`config.mk`:
```
export PLATFORM = sky130hd
export DESIGN_NAME = pipeline_control_unit
export DESIGN_NICKNAME = d
export VERILOG_FILES = /design/src/rtl/pipeline_control_unit_pkg.sv /design/src/rtl/pipeline_control_unit_hazard_compare.sv /design/src/rtl/pipeline_control_unit.sv
export SDC_FILE = /design/constraint.sdc
export NUM_CORES = 1
export LEC_CHECK = 0
export CORE_ASPECT_RATIO = 0.6
export CORE_MARGIN = 4
export CORE_UTILIZATION = 43
export DETAILED_ROUTE_END_ITERATION = 8
export GPL_TIMING_DRIVEN = 0
export PLACE_DENSITY_LB_ADDON = 0.15
export SLEW_MARGIN = 20
export SYNTH_ARGS = -nofsm -noshare
export SYNTH_HDL_FRONTEND = slang
export SYNTH_HIERARCHICAL = 1
export SYNTH_SLANG_ARGS = --single-unit
```
`constraint.sdc`:
```
create_clock -name clk -period 1.89 [get_ports clk]
set_input_delay 0.378 -clock clk [delete_from_list [all_inputs] [get_ports clk]]
set_output_delay 0.378 -clock clk [all_outputs]
set_load 0.01 [all_outputs]
```
`src/rtl/pipeline_control_unit_pkg.sv`:
```
// rtl/pipeline_control_unit_pkg.sv - shared pipeline control types, FSM encoding and register constants
package pipeline_control_unit_pkg;

    localparam logic [1:0] ST_RUN     = 2'd0;
    localparam logic [1:0] ST_MEMWAIT = 2'd1;
    localparam logic [1:0] ST_ERROR   = 2'd2;

    typedef logic [1:0] pcu_state_t;

    localparam logic [4:0] XZR_IDX = 5'd31;

    typedef struct packed {
        logic pc_write;
        logic if_id_write;
        logic id_ex_write;
        logic ex_mem_write;
        logic if_id_flush;
        logic id_ex_flush;
        logic ex_mem_flush;
        logic mem_wb_bubble;
    } pipe_ctrl_t;

    localparam pipe_ctrl_t CTRL_DEFAULT = 8'b1111_0000;
    localparam pipe_ctrl_t CTRL_FREEZE  = 8'b0000_0001;

endpackage

```
`src/rtl/pipeline_control_unit_hazard_compare.sv`:
```
// rtl/pipeline_control_unit_hazard_compare.sv - load-use hazard detect between EX load and ID sources
module hazard_compare
    import pipeline_control_unit_pkg::*;
(
    input  logic       id_ex_mem_read,
    input  logic [4:0] id_ex_rd,
    input  logic [4:0] if_id_rn1,
    input  logic [4:0] if_id_rm2,
    output logic       hz
);

    // XZR reads as zero, so a load targeting it never feeds a consumer
    assign hz = id_ex_mem_read && (id_ex_rd != XZR_IDX) &&
                ((id_ex_rd == if_id_rn1) || (id_ex_rd == if_id_rm2));

endmodule

```
`src/rtl/pipeline_control_unit.sv`:
```
// rtl/pipeline_control_unit.sv - stall/flush control with data-memory wait FSM and event counters
module pipeline_control_unit
    import pipeline_control_unit_pkg::*;
#(
    parameter int CNT_W       = 16,
    parameter int MEM_TIMEOUT = 255
) (
    input  logic             clk,
    input  logic             rst_n,
    input  logic             ID_EX_MemRead,
    input  logic [4:0]       ID_EX_RegisterRd,
    input  logic [4:0]       IF_ID_RegisterRn1,
    input  logic [4:0]       IF_ID_RegisterRm2,
    input  logic             EX_MEM_BranchTaken,
    input  logic             dmem_req,
    input  logic             dmem_ready,
    input  logic             imem_ready,
    output logic             PCWrite,
    output logic             IF_ID_Write,
    output logic             ID_EX_Write,
    output logic             EX_MEM_Write,
    output logic             IF_ID_Flush,
    output logic             ID_EX_Flush,
    output logic             EX_MEM_Flush,
    output logic             MEM_WB_Bubble,
    output logic             mem_timeout,
    output logic [CNT_W-1:0] stall_cnt,
    output logic [CNT_W-1:0] flush_cnt
);

    localparam int WAIT_W = (MEM_TIMEOUT < 2) ? 1 : $clog2(MEM_TIMEOUT + 1);
    localparam logic [WAIT_W-1:0] TIMEOUT_VAL = WAIT_W'(MEM_TIMEOUT);
    localparam logic [WAIT_W-1:0] WAIT_ONE    = WAIT_W'(1);

    pcu_state_t        state_q, state_d;
    logic [WAIT_W-1:0] wait_cnt_q, wait_cnt_d;
    logic              mem_timeout_q, mem_timeout_d;
    logic [CNT_W-1:0]  stall_cnt_q, stall_cnt_d;
    logic [CNT_W-1:0]  flush_cnt_q, flush_cnt_d;

    logic       hz;
    logic       dmem_stall;
    logic [WAIT_W-1:0] wait_inc;
    pipe_ctrl_t run_ctrl;
    logic       run_branch;
    pipe_ctrl_t ctrl;
    logic       branch_flush;

    hazard_compare u_hazard_compare (
        .id_ex_mem_read (ID_EX_MemRead),
        .id_ex_rd       (ID_EX_RegisterRd),
        .if_id_rn1      (IF_ID_RegisterRn1),
        .if_id_rm2      (IF_ID_RegisterRm2),
        .hz             (hz)
    );

    assign dmem_stall = dmem_req && !dmem_ready;
    assign wait_inc   = wait_cnt_q + WAIT_ONE;

    // Lower-priority events resolved assuming the data memory is not stalling
    always_comb begin
        run_ctrl   = CTRL_DEFAULT;
        run_branch = 1'b0;
        if (EX_MEM_BranchTaken) begin
            run_ctrl.if_id_flush  = 1'b1;
            run_ctrl.id_ex_flush  = 1'b1;
            run_ctrl.ex_mem_flush = 1'b1;
            run_branch            = 1'b1;
        end else if (hz) begin
            run_ctrl.pc_write    = 1'b0;
            run_ctrl.if_id_write = 1'b0;
            run_ctrl.id_ex_flush = 1'b1;
        end else if (!imem_ready) begin
            run_ctrl.pc_write    = 1'b0;
            run_ctrl.if_id_flush = 1'b1;
        end
    end

    always_comb begin
        ctrl          = CTRL_DEFAULT;
        branch_flush  = 1'b0;
        state_d       = state_q;
        wait_cnt_d    = wait_cnt_q;
        mem_timeout_d = mem_timeout_q;
        case (state_q)
            ST_RUN: begin
                if (dmem_stall) begin
                    ctrl       = CTRL_FREEZE;
                    wait_cnt_d = WAIT_ONE;
                    if (TIMEOUT_VAL <= WAIT_ONE) begin
                        state_d       = ST_ERROR;
                        mem_timeout_d = 1'b1;
                    end else begin
                        state_d = ST_MEMWAIT;
                    end
                end else begin
                    ctrl         = run_ctrl;
                    branch_flush = run_branch;
                    wait_cnt_d   = '0;
                end
            end
            ST_MEMWAIT: begin
                if (!dmem_ready) begin
                    ctrl       = CTRL_FREEZE;
                    wait_cnt_d = wait_inc;
                    if (wait_inc >= TIMEOUT_VAL) begin
                        state_d       = ST_ERROR;
                        mem_timeout_d = 1'b1;
                    end
                end else begin
                    ctrl         = run_ctrl;
                    branch_flush = run_branch;
                    state_d      = ST_RUN;
                    wait_cnt_d   = '0;
                end
            end
            ST_ERROR: begin
                ctrl = CTRL_FREEZE;
            end
            default: begin
                state_d    = ST_RUN;
                wait_cnt_d = '0;
            end
        endcase
    end

    always_comb begin
        stall_cnt_d = stall_cnt_q;
        flush_cnt_d = flush_cnt_q;
        if (!ctrl.pc_write && (stall_cnt_q != {CNT_W{1'b1}})) begin
            stall_cnt_d = stall_cnt_q + CNT_W'(1);
        end
        if (branch_flush && (flush_cnt_q != {CNT_W{1'b1}})) begin
            flush_cnt_d = flush_cnt_q + CNT_W'(1);
        end
    end

    always_ff @(posedge clk or negedge rst_n) begin
        if (!rst_n) begin
            state_q       <= ST_RUN;
            wait_cnt_q    <= '0;
            mem_timeout_q <= 1'b0;
            stall_cnt_q   <= '0;
            flush_cnt_q   <= '0;
        end else begin
            state_q       <= state_d;
            wait_cnt_q    <= wait_cnt_d;
            mem_timeout_q <= mem_timeout_d;
            stall_cnt_q   <= stall_cnt_d;
            flush_cnt_q   <= flush_cnt_d;
        end
    end

    assign PCWrite       = ctrl.pc_write;
    assign IF_ID_Write   = ctrl.if_id_write;
    assign ID_EX_Write   = ctrl.id_ex_write;
    assign EX_MEM_Write  = ctrl.ex_mem_write;
    assign IF_ID_Flush   = ctrl.if_id_flush;
    assign ID_EX_Flush   = ctrl.id_ex_flush;
    assign EX_MEM_Flush  = ctrl.ex_mem_flush;
    assign MEM_WB_Bubble = ctrl.mem_wb_bubble;
    assign mem_timeout   = mem_timeout_q;
    assign stall_cnt     = stall_cnt_q;
    assign flush_cnt     = flush_cnt_q;

endmodule
```
# ---- Word-level counts from Yosys, hierarchy flattened
# Cells that the tools add are included.
dict set report word_totals {
  ff_bits 43
  out_inout_bits 41
  inputBits 22
  wordCells 53
}
dict set report op_classes {
  mux 22
  n_reduce_logical 11
  bitwise_logic 2
  addsub 3
  n_eq_ne 9
  magnitude_cmp 1
}
# operator count
set ops {}
lappend ops {{case mux 8 bit (3 select lines)} 2}
lappend ops {{adder 16 x 1 -> 16 bit (second input constant)} 2}
lappend ops {{!= test 16 bit (second input constant)} 2}
lappend ops {{two-way mux 8 bit} 3}
lappend ops {{== test 5 bit} 2}
lappend ops {{two-way mux 1 bit} 10}
lappend ops {{two-way mux 2 bit} 5}
lappend ops {{adder 8 x 1 -> 8 bit (second input constant)} 1}
lappend ops {{greater-or-equal comparator 8 bit (second input constant)} 1}
lappend ops {{case mux 2 bit (3 select lines)} 1}
lappend ops {{AND reduction 3 bit} 2}
lappend ops {{logical AND 1 bit} 5}
lappend ops {{!= test 5 bit (second input constant)} 1}
lappend ops {{!= test 3 bit (second input constant)} 1}
lappend ops {{== test 2 x 1 -> 1 bit (second input constant)} 1}
lappend ops {{== test 2 bit (second input constant)} 1}
lappend ops {{zero test 1 bit} 2}
lappend ops {{zero test 2 bit} 1}
lappend ops {{!= test 2 bit (second input constant)} 1}
lappend ops {{inverter 1 bit} 2}
lappend ops {{case mux 1 bit (2 select lines)} 1}
lappend ops {{logical OR 1 bit} 1}

# ---- Depth between registers and ports, before layout
# Gate-level depths: netlist (run 1).
dict set report depth {
  word_depth 9
  mapped_depth 10
  mapped_depth_nobuf 9
}

# ---- Hierarchy
# The synthesis (run 1) kept the hierarchy.
# mod cells_per_inst area_per_inst_um2 seq_area_each_um2 instances
set by_module_without_submodules {}
lappend by_module_without_submodules {pipeline_control_unit 210 2168.3 1076.0 1}
lappend by_module_without_submodules {hazard_compare 18 126.4 0.0 1}

# ---- Worst setup path before layout (run 1)
# OpenSTA, ideal clock, no wires.
dict set report synth_path {
  path_type {input to register}
  startpoint {in ID_EX_RegisterRd[0]}
  endpoint {reg stall_cnt_q[13] (netlist: stall_cnt[13])}
  arrival_time_ps 1928
  required_time_ps 1764
  setup_ps 126
  path_stages 9
  n_path_buf 0
  setup_slack_ps -164
  cell_sequence {xor2_1 nor3_1 nand3_1 a21oi_1 nand2b_1 a221oi_4 a211oi_1 nand3_1 xnor2_1}
}
dict set report synth_via {
  elab_chain_cells 9
  elab_cells_between_ends 13
  classes_between {eq/ne (3); mux (5); reduce/logical (5)}
}
# item line
set synth_lines {}
lappend synth_lines {{from (decl)} pipeline_control_unit.sv:11} ;# input logic [4:0] ID_EX_RegisterRd,
lappend synth_lines {{!= test 5 bit / == test 5 bit (equally long branches)} {pipeline_control_unit_hazard_compare.sv:13, pipeline_control_unit_hazard_compare.sv:14}}
lappend synth_lines {{logical AND 1 bit / logical OR 1 bit (equally long branches)} {pipeline_control_unit_hazard_compare.sv:13, pipeline_control_unit_hazard_compare.sv:14}}
lappend synth_lines {{logical AND 1 bit (*)} pipeline_control_unit_hazard_compare.sv:13} ;# assign hz = id_ex_mem_read && (id_ex_rd != XZR_IDX) &&
lappend synth_lines {{named net hz} pipeline_control_unit.sv:41} ;# logic hz;
lappend synth_lines {{two-way mux 1 bit (*)} pipeline_control_unit.sv:69} ;# end else if (hz) begin
lappend synth_lines {{two-way mux 2 bit (*)} pipeline_control_unit.sv:64} ;# if (EX_MEM_BranchTaken) begin
lappend synth_lines {{two-way mux 8 bit, on equally long branches} {pipeline_control_unit.sv:103, pipeline_control_unit.sv:87}}
lappend synth_lines {{case mux 8 bit (3 select lines) (*)} pipeline_control_unit.sv:85} ;# case (state_q)
lappend synth_lines {{named net PCWrite} pipeline_control_unit.sv:18} ;# output logic PCWrite,
lappend synth_lines {{zero test 1 bit (*)} pipeline_control_unit.sv:130} ;# if (!ctrl.pc_write && (stall_cnt_q != {CNT_W{1'b1}})) begin
lappend synth_lines {{logical AND 1 bit (*)} pipeline_control_unit.sv:130}
lappend synth_lines {{to (signal assigned)} pipeline_control_unit.sv:149} ;# stall_cnt_q <= stall_cnt_d;
lappend synth_lines {{to (decl)} pipeline_control_unit.sv:38} ;# logic [CNT_W-1:0] stall_cnt_q, stall_cnt_d;
# The timed path passes the listed nets; every way through them passes the cells marked *.
# A chain may end at the register's enable or synchronous reset.

# ---- Final worst setup path (run 1)
dict set report layout_path {
  startpoint {in IF_ID_RegisterRn1[4]}
  endpoint {reg stall_cnt_q[13] (netlist: stall_cnt[13])}
}
dict set report layout_via {
  elab_chain_cells 9
  elab_cells_between_ends 10
  classes_between {eq/ne (1); mux (5); reduce/logical (4)}
}
# item line
set layout_lines {}
lappend layout_lines {{from (decl)} pipeline_control_unit.sv:12} ;# input logic [4:0] IF_ID_RegisterRn1,
lappend layout_lines {{== test 5 bit (*)} pipeline_control_unit_hazard_compare.sv:14} ;# ((id_ex_rd == if_id_rn1) || (id_ex_rd == if_id_rm2));
lappend layout_lines {{logical OR 1 bit (*)} pipeline_control_unit_hazard_compare.sv:14}
lappend layout_lines {{logical AND 1 bit (*)} pipeline_control_unit_hazard_compare.sv:13}
lappend layout_lines {{named net hz} pipeline_control_unit.sv:41}
lappend layout_lines {{two-way mux 1 bit (*)} pipeline_control_unit.sv:69}
lappend layout_lines {{two-way mux 2 bit (*)} pipeline_control_unit.sv:64}
lappend layout_lines {{two-way mux 8 bit, on equally long branches} {pipeline_control_unit.sv:103, pipeline_control_unit.sv:87}}
lappend layout_lines {{case mux 8 bit (3 select lines) (*)} pipeline_control_unit.sv:85}
lappend layout_lines {{zero test 1 bit (*)} pipeline_control_unit.sv:130}
lappend layout_lines {{logical AND 1 bit (*)} pipeline_control_unit.sv:130}
# Marks and branches as above.

==> summary.txt, run 1 <==
Status
  • Status: complete, but fails checks
  • Failing checks: negative setup slack

Route
  • ANT nets after route: 0
  • DR vias/cell: 5.12
  • Pre-antenna DRT Iters: 4
  • Detailed-route DRC error count: 0
  • Via Count: 1937
  • DR iter-0 viols: 88
  • Drt wl/cell: 15.0 um
  • Post-Route WL: 5.67 mm

Power and ir drop
  • Sw Ratio: 0.280
  • Pint: 1.63 mW
  • Leak pwr: 1.49 nW
  • Pwr Total: 2.26 mW
  • Sw Pwr: 0.631 mW
  • VDD IR-drop max: ~0.38 mV
  • Share of power burned in registers: 0.492
  • Cell Pwr Density: between 600 and 700 mW/mm2
  • Clk network pwr share: 0.286
  • Combinational power share: 0.221

Synth
  • Synth Instances: 228
  • Synthesized area: 0.00229 mm2
  • Average size of a mapped cell: 10.1 um2
  • Largest cells by area after synthesis: dfrtp_1 (47%), xnor2_1 (10%), xor2_1 (6.5%)
  • Post-synth top area share: 0.469
  • Top FF cell, synth: dfrtp_1
  • Cell variety after synth: 37
  • Post-synth net total: about 250
  • Area leader, netlist: dfrtp_1
  • Yosys reg bits: 43
  • Seq/Total Area, Yosys: 0.469
  • Synth async-reset ratio: 1.00
  • EDFF count, synth: 0
  • Yosys Warn Count: 6

STA
  • Fin. Hold Viols: 0
  • Slew margin rel.: 0.705
  • TNS Setup: -1.53 ns
  • Fin worst setup slack: -0.139 ns
  • Hold slack: 0.0137 ns
  • Fin crit period: around 2 ns
  • Clk_skew: ~0.0037 ns
  • Slew @ Worst Pin: 0.442 ns
  • Fin crit share: 1.07
  • RSZ-0062 raised after global routing: yes
  • Pins Over Slew Limit: 0
  • Final setup vio count: 18
  • Fmax: between 0.4 and 0.5 GHz

Place
  • Gp weighted congestion: 0.761
  • DP Area: 0.00304 mm2
  • DP HPWL: 4.00 mm
  • PortBufs: 62
  • Cells after DPL: approximately 360

Die
  • DIE AREA: 0.00661 mm2
  • # rows: 20
  • CORE AREA: 0.00510 mm2
  • Die width: 102 um
  • # IOs: 63
  • Initial core utilization: 0.450
  • Die height: 64.6 um

Clock network
  • Clock Tree Root: clkbuf_8
  • Worst-path clk slew: about 0.080 ns
  • Max clock buf depth: 2
  • CTS tree: yes
  • H-Tree Depth: 2
  • Hold-fix buffers at CTS: 0
  • Worst-Skew Late Latency: around 0.30 ns
  • Num CTS Buffers: 5
  • Clock Sinks: 43

Run
  • Max-cap viol count: 0

Setup path
  • Critical Path AT: 2.22 ns
  • CP Capture Type: register
  • WP data required: 2.08 ns
  • Maximum fanout along the worst path: 4
  • Setup Crit Path Kind: primary input to register
  • Worst setup SP type: primary input

GRT
  • Initial antenna violation count: 0
  • Vias in the first global route: 1900
  • Overall global routing resource usage: 0.182
  • Grt total ovfl: 0
  • First-pass GRT wire length: 9.31 mm
  • Largest net degree at the start of global routing: 27

Final layout
  • Fraction of layout cells with a size suffix above 1: 0.256
  • Multi-input logic area: 0.00132 mm2
  • Register Area: ~0.0011 mm2
  • Antenna Cells: 0
  • Nets: around 340
  • Area growth from synthesis to layout: 45.5%
  • Design Area, Final: ~0.0033 mm2
  • Fill count: 437
  • Final Non-Filler Cells: 378

Worst hold path
  • HP Class: primary input to asynchronous set/reset pin
-- cell usage after synthesis (all sizes together) (3+ instances only) --
cell    instances
inv             4
and2            3
dfrtp          43
and4            3
o21ai           6
nand3          16
buf             6
nand2b          4
nand4          11
xnor2          27
ha              4
a21oi           6
nor2           14
and3            9
nor3            9
nand2          24
xor2           17
-- power by group through the flow --
stage	Clock (mW)	Sequential, mW	Combinational, mW
detailed placement	0	1.12	0.465
global route	0.704	1.13	0.544
finish	0.646	1.11	0.500
CTS	0.668	1.10	0.471
floorplan	0	1.13	0.179
global placement	0	1.12	0.454
-- placed cells by master (no fill, tap or decap), types with 3 or more instances in the layout --
| cell | netlist | final |
|---|---|---|
| nand4_1 | 11 | 11 |
| nand3_2 | 1 | 3 |
| clkbuf_2 | 0 | 3 |
| buf_4 | 2 | 11 |
| nand2_1 | 24 | 23 |
| xnor2_1 | 27 | 25 |
| and3_1 | 9 | 9 |
| clkdlybuf4s15_1 | 0 | 3 |
| nor2_1 | 14 | 13 |
| inv_1 | 4 | 4 |
| a21oi_1 | 6 | 3 |
| nor3_1 | 9 | 7 |
| clkbuf_8 | 0 | 7 |
| o21ai_0 | 6 | 4 |
| clkdlybuf4s50_1 | 0 | 35 |
| xor2_1 | 17 | 15 |
| buf_6 | 0 | 10 |
| dfrtp_2 | 0 | 4 |
| dfrtp_1 | 43 | 39 |
| buf_2 | 4 | 13 |
| nand2b_1 | 4 | 3 |
| nand3_1 | 15 | 12 |
-- cell type report --
cell class              count  share of cell area
plain buffers               6              0.0135
repair buffers             76               0.210
clock buffers               8              0.0300
flip-flops and latches     43               0.324
multi-input cells         175               0.394
well taps                  66              0.0247
inverters                   4             0.00450
-- stage by stage --
stage           util  setup WS [ns]
2_1_floorplan      -        0.00361
3_3_place_gp   0.592         -0.983
3_5_place_dp   0.595         -0.996
4_1_cts        0.630         -0.139
5_1_grt        0.654         -0.205
6_report       0.654         -0.139
-- sequential cells by signal, summed over array words and instances, names as in the netlist --
name         flops
flush_cnt       16
stall_cnt       16
mem_timeout      1
state_q          2
wait_cnt_q       8
-- per-layer routing --
metal / track usage / part of all wire
met1: 0.271 / 0.51
met2: 0.253 / 0.43
met3: 0.0452 / 0.045
met4: 0.0638 / 0.013
met5: 0 / 0
-- timing repair --
item                       CTS  global route
gates resized for setup     89            34
pin swaps                   15            23
cloned                       1             0
setup endpoints to repair   32            30
hold endpoints to repair     0             0
buffers inserted            11             1
-- path summary, 6_finish.rpt --
| kind | startpoint | endpoint | slack (ns) | depth (start not counted) |
|---|---|---|---|---|
| min in group clk | mem_timeout | mem_timeout | 0.49 | 1 |
| max in group asynchronous | rst_n | stall_cnt[0] | 1.39 | 2 |
| min | rst_n | wait_cnt_q[1] | 0.01 | 1 |
| max | IF_ID_RegisterRn1[4] | stall_cnt[13] | -0.14 | 12 |
| max reg2reg | stall_cnt[0] | stall_cnt[13] | -0.12 | 6 |
| min reg2reg | mem_timeout | mem_timeout | 0.49 | 1 |
-- kinds of logic (layout without fill, tap and decap cells) --
| group | count (synthesis) | after routing | share of synthesized area |
|---|---|---|---|
| fa+ha+maj | 4 | 4 | 0.0218 |
| xor+xnor | 44 | 44 | 0.168 |
| compound gates | 28 | 28 | 0.0911 |
| buf+inv | 10 | 94 | 0.0218 |
| mux | 2 | 2 | 0.00981 |
| simple gates | 97 | 97 | 0.219 |
| flops | 43 | 43 | 0.469 |
-- critical path, cell delays in order --
cell and delay, ns:
buf_6 0.09, xor2_1 0.15, nor3_1 0.20, nand3_1 0.11, a21oi_2 0.20, buf_4 0.14
nand2b_4 0.12, a221oi_4 0.07, buf_6 0.15, a211oi_4 0.29, nand3_1 0.17, xnor2_1 0.15
(Power assumes the default switching activity.)
==> run 2, diff against run 1 <==
--- a/config.mk
+++ b/config.mk
@@ -5,14 +5,12 @@
 export SDC_FILE = /design/constraint.sdc
 export NUM_CORES = 1
 export LEC_CHECK = 0
-export CORE_ASPECT_RATIO = 0.6
 export CORE_MARGIN = 4
-export CORE_UTILIZATION = 43
+export CORE_UTILIZATION = 44
 export DETAILED_ROUTE_END_ITERATION = 8
 export GPL_TIMING_DRIVEN = 0
 export PLACE_DENSITY_LB_ADDON = 0.15
 export SLEW_MARGIN = 20
 export SYNTH_ARGS = -nofsm -noshare
 export SYNTH_HDL_FRONTEND = slang
-export SYNTH_HIERARCHICAL = 1
 export SYNTH_SLANG_ARGS = --single-unit
==> run 2 against run 1 <==
Net effect:
- the run still ends with negative setup slack left
- worst hold slack improved by 0.050 ns
- first-iteration DRC count increased by 10%
- sequential power increased by 12%
- area after synthesis increased by 4.2%
- utilization about the same
- critical path type is now primary input to primary output
- critical endpoint is now PCWrite
==> summary.txt, run 2 <==
Synth
  • Synth async-reset ratio: 1.00 (unchanged)
  • Synthesized area: 0.00239 mm2 (+4.2%)
  • Area leader, netlist: dfrtp_1
  • Average size of a mapped cell: 10.4 um2 (+2.8%)
  • Largest cells by area after synthesis: dfrtp_1 (45%), xnor2_1 (14%), and3_1 (5.5%)
  • Yosys Warn Count: 0 (-6)
  • Post-synth net total: 257 (+1.2%)
  • Most common cell in the netlist: dfrtp_1
  • Post-synth top area share: 0.450 (-0.0189)
  • Commonest cells post-synth: dfrtp_1 (43), xnor2_1 (39), and3_1 (21)
  • Cell variety after synth: 37 (unchanged)
  • Synth Instances: 231 (+1.3%)
  • Top FF cell, synth: dfrtp_1
  • EDFF count, synth: 0 (unchanged)
  • Seq/Total Area, Yosys: 0.450 (-0.0189)
  • Yosys reg bits: 43 (unchanged)

Status
  • Failing checks: negative setup slack
  • Status: complete, but fails checks

GRT
  • Overall global routing resource usage: 0.175 (-0.00636)
  • Grt total ovfl: 0 (unchanged)
  • Initial antenna violation count: 0 (unchanged)
  • First-pass GRT wire length: 9.02 mm (-3.1%)
  • Vias in the first global route: 1920 (+1.1%)
  • Largest net degree at the start of global routing: 23 (-15%)

Setup path
  • Reg2Reg Capture Point: stall_cnt[1]
  • Crit-path leading delay family: buffers and inverters
  • Slowest stage delay, CP: 0.48 ns (+0.19 ns)
  • Setup Crit Path Kind: primary input to primary output
  • Reg2Reg Launch Point: state_q[0]
  • R2R Setup Slk: 0.09 ns (+0.21 ns)
  • CP Capture Type: primary output
  • Worst setup SP type: primary input
  • R2R cell count: 7 (+1)
  • Maximum fanout along the worst path: 2 (-2)
  • Critical Path AT: 1.68 ns (-0.54 ns)
  • WP data required: 1.51 ns (-0.57 ns)
  • Slowest CP cell: clkdlybuf4s50_1
  • Buf/Inv on CP: 5 (+2)
  • CP Cell Sequence: clkdlybuf4s50_1 > inv_1 > a21oi_4 > o21ai_1 > a32o_2 > buf_8 > clkinv_4 > buf_6

STA
  • RSZ-0062 raised after global routing: yes
  • Fmax: 0.485 GHz (-1.6%)
  • Fin crit period: 2.06 ns (+0.0338 ns)
  • Clk_skew: 0.00754 ns (+0.00383 ns)
  • Slew margin rel.: 0.628 (-0.0771)
  • Pins Over Slew Limit: 0 (unchanged)
  • Fin worst setup slack: -0.173 ns (-0.0338 ns)
  • Slew @ Worst Pin: 0.558 ns (+0.116 ns)
  • Fin. Hold Viols: 0 (unchanged)
  • Final setup vio count: 6 (-12)
  • Fin crit share: 1.09 (+0.0179)
  • TNS Setup: -0.555 ns (+0.973 ns)

Final layout
  • Nets: 343 (+1.8%)
  • Area growth from synthesis to layout: 41.4%
  • Design Area, Final: 0.00338 mm2 (+1.3%)
  • Fraction of layout cells with a size suffix above 1: 0.236 (-0.0206)
  • Post-layout util: 0.654 (about the same)
  • Most frequent cells in the layout: dfrtp_1 (41), clkdlybuf4s50_1 (37), xnor2_1 (35)
  • Most common cell after layout, fill and taps aside: dfrtp_1
  • Antenna Cells: 0 (unchanged)

Worst hold path
  • HP Class: primary input to asynchronous set/reset pin

Route
  • Via Count: 1995 (+3.0%)
  • DR vias/cell: 5.14 (+0.34%)
  • WL met2: 2.56 mm (+4.0%)
  • Post-Route WL: 5.63 mm (-0.79%)
  • Met3 routed WL: 396 um (+57%)
  • WL met1: 2.60 mm (-9.7%)
  • Drt wl/cell: 14.5 um (-3.4%)
  • Detailed-route DRC error count: 0 (unchanged)
  • DR iter-0 viols: 97 (+10%)
  • Highest metal used: met4
  • ANT nets after route: 0 (unchanged)
  • Pre-antenna DRT Iters: 4 (unchanged)

Place
  • Gp weighted congestion: 0.804 (+5.6%)
  • DP HPWL: 3.98 mm (-0.37%)
  • PortBufs: 62 (unchanged)
  • Pre-CTS setup slack: -0.919 ns (+0.0769 ns)
  • DP Area: 0.00312 mm2 (+2.8%)

Clock network
  • Num CTS Buffers: 5 (unchanged)
  • CTS tree: yes
  • H-Tree Depth: 2 (unchanged)
  • Hold-fix buffers at CTS: 0 (unchanged)
  • Clock Tree Root: clkbuf_8
  • Worst-path clk slew: 0.08 ns (about the same)
  • Max clock buf depth: 2 (unchanged)
  • Worst-Skew Late Latency: 0.29 ns (about the same)
  • Clock Sinks: 43 (unchanged)

Die
  • Initial core utilization: 0.462 (+0.0128)
  • DIE AREA: 0.00668 mm2 (+1.1%)
  • # rows: 26 (+30%)
  • # IOs: 63 (unchanged)
  • Die height: 81.7 um (+27%)
  • Die width: 81.7 um (-20%)
  • CORE AREA: 0.00517 mm2 (+1.3%)

Power and ir drop
  • Leak pwr: 1.47 nW (-1.2%)
  • VDD IR-drop max: 0.628 mV (+66%)
  • Cell Pwr Density: 781 mW/mm2 (+16%)

Run
  • Max-cap viol count: 0 (unchanged)
## run 2: changes by cell type after synthesis, moves of 3 or more
cell / previous run / this run
nand4_1: 11 / 14
o21ai_0: 6 / 9
buf_2: 4 / 0
nor3_1: 9 / 0
xnor2_1: 27 / 39
xor2_1: 17 / 4
nand2_1: 24 / 14
and3_1: 9 / 21
nand3_2: 1 / 10
nor2_1: 14 / 11
## run 2: metal layers
metal  global-route usage  vias to the layer above
li1                     -                      985
met1                0.236                      947
met2                0.276                       54
met3               0.0428                        9
met4               0.0615                        0
met5                    0                        -
## run 2: layout make-up
type | instances | area (um2)
Buffer | 4 | 41.3
Clock buffer | 6 | 72.6
Clock inverter | 2 | 12.5
Fill cell | 428 | 1790
Inverter | 6 | 27.5
Multi-Input combinational cell | 177 | 1310
Sequential cell | 43 | 1080
Tap cell | 70 | 87.6
Timing Repair Buffer | 80 | 747
## run 2: cell families after synthesis
kind of cell,after synthesis,share of synthesized area
and+or+nand+nor,99,0.246
xor gates and xnor gates,43,0.158
DFF,43,0.450
AOI/OAI and AO/OA,29,0.0895
buffers and inverters,11,0.0267
adders and majority gates,4,0.0209
muxes,2,0.00942
## run 2: worst max path at each step
stage,start,to,slack (ns),cells past startpoint
4_1_cts,state_q[0],PCWrite,-0.30,8
5_1_grt,state_q[0],PCWrite,-0.24,7
2_1_floorplan,state_q[0],PCWrite,0.002,7
3_3_place_gp,dmem_req,PCWrite,-0.92,8
6_report,dmem_ready,PCWrite,-0.17,8
3_5_place_dp,dmem_req,PCWrite,-0.92,8
## run 2: stage by stage
| step | hold slack, ns | std cells | total power [mW] |
|---|---|---|---|
| final | 0.0634 | 388 | 2.64 |
| after global routing | 0.0898 | 388 | 2.81 |
| after CTS | 0.0694 | 381 | 2.67 |
| after detailed placement | 0.393 | 364 | 2.07 |
| after global placement | 0.452 | 363 | 2.05 |
| after floorplan | 0.0824 | 231 | 1.61 |
## run 2: timing repair
item,4_1_cts,5_1_grt
pin swaps,19,20
cloned,0,1
endpoints found under the setup margin,22,33
gates resized for setup,77,21
setup buffers,9,7
## run 2: power by group
group,switching [mW],internal (mW)
sequential,0.187,1.06
combinational,0.339,0.486
clock,0.313,0.258
total,0.840,1.80
==> run 3, diff against run 2 <==
--- a/config.mk
+++ b/config.mk
@@ -5,6 +5,7 @@
 export SDC_FILE = /design/constraint.sdc
 export NUM_CORES = 1
 export LEC_CHECK = 0
+export ABC_CLOCK_PERIOD_IN_PS = 1890
 export CORE_MARGIN = 4
 export CORE_UTILIZATION = 44
 export DETAILED_ROUTE_END_ITERATION = 8
==> results of run 3 <==
Final layout, timing and power as in run 2 (identical DEF).
